## src/rtl/config_loader.sv

```systemverilog
// Configuration loader: accepts host words and serialises them LSB-first into a
// configuration shift chain, then issues a one-cycle commit pulse and a done pulse.
module config_loader #(
  parameter int WORD     = 16,
  parameter int CFG_BITS = 40,
  parameter int CW       = $clog2(CFG_BITS + 1)
) (
  input  logic            clk,
  input  logic            rst,
  input  logic            start,
  input  logic            abort,
  input  logic            in_valid,
  input  logic [WORD-1:0] in_data,
  output logic            in_ready,
  output logic            cfg_en,
  output logic            cfg_bit,
  output logic            cset,
  output logic            busy,
  output logic            done,
  output logic [CW-1:0]   bit_cnt
);

  localparam int FW = $clog2(WORD + 1);
  localparam logic [CW-1:0] LastCnt = CW'(CFG_BITS - 1);

  typedef enum logic [1:0] {StIdle, StLoad, StCommit, StDone} state_e;

  state_e          state_q, state_d;
  logic [WORD-1:0] buf_q, buf_d;
  logic [FW-1:0]   fill_q, fill_d;
  logic [CW-1:0]   cnt_q, cnt_d;
  logic            last_shift;

  always_ff @(posedge clk or negedge rst) begin
    if (!rst) begin
      state_q <= StIdle;
      buf_q   <= '0;
      fill_q  <= '0;
      cnt_q   <= '0;
    end else begin
      state_q <= state_d;
      buf_q   <= buf_d;
      fill_q  <= fill_d;
      cnt_q   <= cnt_d;
    end
  end

  assign last_shift = (fill_q != '0) && (cnt_q == LastCnt);

  always_comb begin
    state_d  = state_q;
    buf_d    = buf_q;
    fill_d   = fill_q;
    cnt_d    = cnt_q;
    in_ready = 1'b0;
    cfg_en   = 1'b0;
    cfg_bit  = 1'b0;
    cset     = 1'b0;
    done     = 1'b0;
    busy     = (state_q != StIdle);
    unique case (state_q)
      StIdle: begin
        if (start) begin
          state_d = StLoad;
          cnt_d   = '0;
          fill_d  = '0;
          buf_d   = '0;
        end
      end
      StLoad: begin
        if (abort) begin
          // Abort wins over any capture or final shift in the same cycle.
          state_d = StIdle;
          fill_d  = '0;
          buf_d   = '0;
        end else begin
          if (fill_q != '0) begin
            cfg_en  = 1'b1;
            cfg_bit = buf_q[0];
            buf_d   = buf_q >> 1;
            fill_d  = fill_q - FW'(1);
            cnt_d   = cnt_q + CW'(1);
          end
          // Refill when empty, or when the last buffered bit leaves this cycle,
          // unless that bit completes the chain.
          in_ready = (fill_q == '0) || ((fill_q == FW'(1)) && !last_shift);
          if (in_ready && in_valid) begin
            buf_d  = in_data;
            fill_d = FW'(WORD);
          end
          if (last_shift) begin
            // Unused upper bits of the final word are dropped here.
            state_d = StCommit;
            buf_d   = '0;
            fill_d  = '0;
          end
        end
      end
      StCommit: begin
        cset    = 1'b1;
        state_d = StDone;
      end
      StDone: begin
        done    = 1'b1;
        state_d = StIdle;
      end
      default: state_d = StIdle;
    endcase
  end

  assign bit_cnt = cnt_q;

endmodule

```

## config.mk

```make
export PLATFORM = sky130hd
export DESIGN_NAME = config_loader
export DESIGN_NICKNAME = d
export VERILOG_FILES = /design/src/rtl/config_loader.sv
export SDC_FILE = /design/constraint.sdc
export NUM_CORES = 1
export LEC_CHECK = 0
export BUFFER_PORTS_ARGS = -buffer_cell sky130_fd_sc_hd__buf_2
export CAP_MARGIN = 25
export CORE_MARGIN = 4
export CORE_UTILIZATION = 53
export CTS_CLUSTER_DIAMETER = 200
export DETAILED_ROUTE_END_ITERATION = 16
export GPL_TIMING_DRIVEN = 1
export PLACE_DENSITY = 0.78
export SLEW_MARGIN = 30
export SYNTH_ARGS = -nofsm -noshare
export SYNTH_HDL_FRONTEND = slang
export SYNTH_SLANG_ARGS = --single-unit
export TNS_END_PERCENT = 10
```

## constraint.sdc

```tcl
create_clock -name clk -period 2.1 [get_ports clk]
set_clock_uncertainty 0.2 [all_clocks]
set_input_delay 0.105 -clock clk [delete_from_list [all_inputs] [get_ports clk]]
set_output_delay 0.105 -clock clk [all_outputs]
set_load 0.1 [all_outputs]
```

==> flow_summary.yaml <==
outcome:
  status: "complete, but fails checks"
  violations: "setup timing"
routing:
  drtPass1Iterations: 4
  drc: 0
  vias: 1379
  routed_wl_microns: 3820
  drt-wirelength-per-cell_microns: 15.7
  avgViaCountPerCell: 5.65
  dr.first_iter.drc_count: 96
  ant_nets: 0
yosys:
  synth_top_family_by_area: "simple AND/OR/NAND/NOR gates"
  synth-main-ff-cell: "dfrtp_1"
  yosysTopAreaCell: "dfrtp_1"
  synth-simple-area-share: 0.165
  synth_compound_area_frac: 0.145
  syn_nets: 171
  synth_seq_cells: 29
  synth-adder-area-share: 0.0252
  async_reset_ff_frac: 1.00
  synth_top_cell_area_share: 0.487
  syn_inst: 147
  synth.avg_cell_area_sq_um: 10.1
  seq_area_frac_synth: 0.487
  synth_area_leaders: "dfrtp_1 49%, mux2i_1 10%, nand2_1 5.8%"
  synth_warnings: 0
  synth_edf_count: 0
  synth.cell_area_sq_um: 1490
  synth_xor_area_frac: 0.0294
  synth_cell_type_count: 35
  synthMuxAreaShare: 0.101
cells_and_area:
  areaGrowthSynthToFinish_pct: 39.8
  fillers: 160
  num-nets-final: 237
  multi_input_area_sq_um: 728
  postLayoutCellArea_sq_um: 2090
  diodes: 0
  layout-drive-gt1-share: 0.322
  regArea_sq_um: 733
power_and_ir_drop:
  switching_power_w: 0.00104
  ir_drop_mv: 1.07
  switching_share: 0.441
  p_int_w: 0.00132
  p_clk_frac: 0.138
  p_seq_frac: 0.330
  power_density_nw_per_um2: 1140
  leakage_nw: 1.03
  p_comb_frac: 0.533
timing:
  finalHoldViolCount: 0
  max_slew.worst_pin.slew_ns: 0.712
  slew_headroom: 0.519
  fin_crit_sh: 1.01
  drv_slew: 0
  rsz0062_at_grt: "yes"
  worst_slack_ns: -0.0259
  period_minus_slack_ns: 2.13
  fmax_mhz: 470
  setup_violations: 1
critical_path:
  r2r_slack_ns: 0.03
  rr_worst_depth: 8
  endpoint_kind: "primary output"
  path_max_fanout: 4
  crit_arrival_ns: 1.82
  cp.required_ns: 1.79
  crit_path_start_kind: "register"
  path_class: "register to primary output"
  reg2reg_to: "buf_q[12]$_DFFE_PN0P_"
  rr_startpoint: "fill_q[1]$_DFFE_PN0P_"
place:
  pre_cts_ws_ns: 0.0481
  port_buffers: 32
  place_congestion: 0.829
  placed_area_sq_um: 1740
  dp_hpwl_microns: 2300
floorplan:
  start_util: 0.576
  core_sq_um: 2590
  boundaryPins: 33
  die_w_microns: 61.0
  dieArea_sq_um: 3730
  rows: 18
  die_y_microns: 61.0
clock_network:
  ctsHtreeMaxLevel: 2
  worstSkewPairLatency_ns: 0.32
  cts_buffers: 5
  root_buffer: "clkbuf_4"
  cts.reportedPaths.clkPinSlew_ns: 0.10
  cts_tree: "yes"
  cts.sinks: 29
  cts_buffer_depth: 2
hold_path:
  hold_class: "primary input to register"
  holdPathStages: 5
  hold_start: "abort"
  holdPathEnd: "state_q[0]$_DFFE_PN0P_"
global_route:
  grt_pass1_wl_microns: 6270
  antenna_found_initial: 0
  track_usage: 0.233
  grt_pass1_vias: 1366
  grt.overflow.total: 0
  grt_max_degree: 30
run:
  max_cap_violations: 0
==> synthesized netlist by cell type, types with 2 or more instances <==
master / instances
ha_1: 3
buf_2: 2
o21ai_0: 14
o21ai_1: 12
o21bai_1: 2
nor3_1: 2
nand3_1: 3
dfrtp_1: 29
nor2_1: 6
xor2_1: 3
a21oi_1: 2
nor2b_1: 2
and2_1: 3
inv_1: 6
mux2i_1: 15
nand2_1: 23
xnor2_1: 2
==> sequential cells by signal, indices dropped and copies added, names as in the netlist, named ones only <==
| name | count |
|---|---|
| bit_cnt | 6 |
| buf_q | 16 |
| state_q | 1 |
| fill_q | 5 |
==> metal layers <==
layer  up-vias  part of all wire  GRT usage
li1        646                 -          -
met1       655              0.41      0.299
met2        67              0.49      0.376
met3        11             0.082     0.0734
met4         0             0.015     0.0743
met5         -                 0          0
==> per-stage QoR <==
step / hold slack [ns] / instances / power (W) / TNS [ns] / utilization
after CTS: 0.00387 / 240 / 0.00228 / -0.0294 / 0.788
after floorplan: -0.391 / 147 / 0.00161 / -0.590 / -
after detailed placement: -0.0416 / 209 / 0.00186 / 0 / 0.673
after global placement: -0.0406 / 209 / 0.00183 / 0 / 0.673
final: 0.0168 / 244 / 0.00237 / -0.0259 / 0.805
after global routing: 0.00987 / 244 / 0.00250 / -0.531 / 0.805
==> cells in the final DEF, fill, tap and decap left out, types with 2 or more instances in the layout <==
cell / count
buf_2: 29
dfrtp_2: 6
buf_12: 4
nor2_4: 2
nor3_1: 2
o21ai_0: 14
inv_2: 2
dfrtp_1: 23
o21bai_1: 2
clkinv_2: 2
buf_4: 10
buf_6: 2
and2_1: 2
ha_1: 2
a21oi_1: 2
dlygate4sd3_1: 19
nand2_1: 23
nand3_1: 3
xor2_1: 3
xnor2_1: 2
nor2_1: 5
o21ai_1: 11
mux2i_1: 15
inv_1: 4
clkbuf_4: 5
==> critical path: stages (launching register included) <==
cell     delay (ns)
dfrtp_1        0.42
inv_2          0.09
ha_4           0.14
nor4b_4        0.29
o21ai_2        0.12
buf_6          0.15
nor2_4         0.11
buf_12         0.18
==> how the worst max path moves through the flow <==
stage / start / endpoint / cells past startpoint
2_1_floorplan: fill_q[0]$_DFFE_PN0P_ / cfg_bit / 5
3_3_place_gp: register / cfg_bit / 4
3_5_place_dp: fill_q[0]$_DFFE_PN0P_ / buf_q[3]$_DFFE_PN0P_ / 6
4_1_cts: fill_q[1]$_DFFE_PN0P_ / in_ready / 7
5_1_grt: fill_q[0]$_DFFE_PN0P_ / in_ready / 7
6_report: fill_q[0]$_DFFE_PN0P_ / in_ready / 7
==> logic make-up (layout without fill, tap and decap cells) <==
kind of cell / Yosys count / in the layout
and+or+nand+nor: 47 / 47
AOI/OAI and AO/OA: 37 / 37
DFF: 29 / 29
muxes: 15 / 15
buffers and inverters: 11 / 78
xor gates and xnor gates: 5 / 5
adders and majority gates: 3 / 3
==> final cells by class <==
| class | count | area share |
|---|---|---|
| Clock inverter | 2 | 0.00480 |
| Clock buffer | 6 | 0.0198 |
| Multi-Input combinational cell | 107 | 0.349 |
| Inverter | 6 | 0.0108 |
| Sequential cell | 29 | 0.352 |
| Tap cell | 30 | 0.0180 |
| Timing Repair Buffer | 64 | 0.246 |
==> timing repair <==
item                                   4_1_cts  5_1_grt
setup buffers                                4        4
endpoints found under the hold margin       52        0
hold buffers                                19        0
cloned                                       0        0
setup endpoints to repair                    2       22
pin swaps                                    3        2
gates resized for setup                      8        4
==> power groups by stage <==
stage	logic, W	registers [W]	clock network [W]
after floorplan	0.000750	0.000859	0
after global placement	0.00105	0.000778	0
after detailed placement	0.00108	0.000789	0
after CTS	0.00117	0.000776	0.000329
after global routing	0.00133	0.000795	0.000372
final	0.00126	0.000781	0.000326
(Power assumes the default switching activity.)
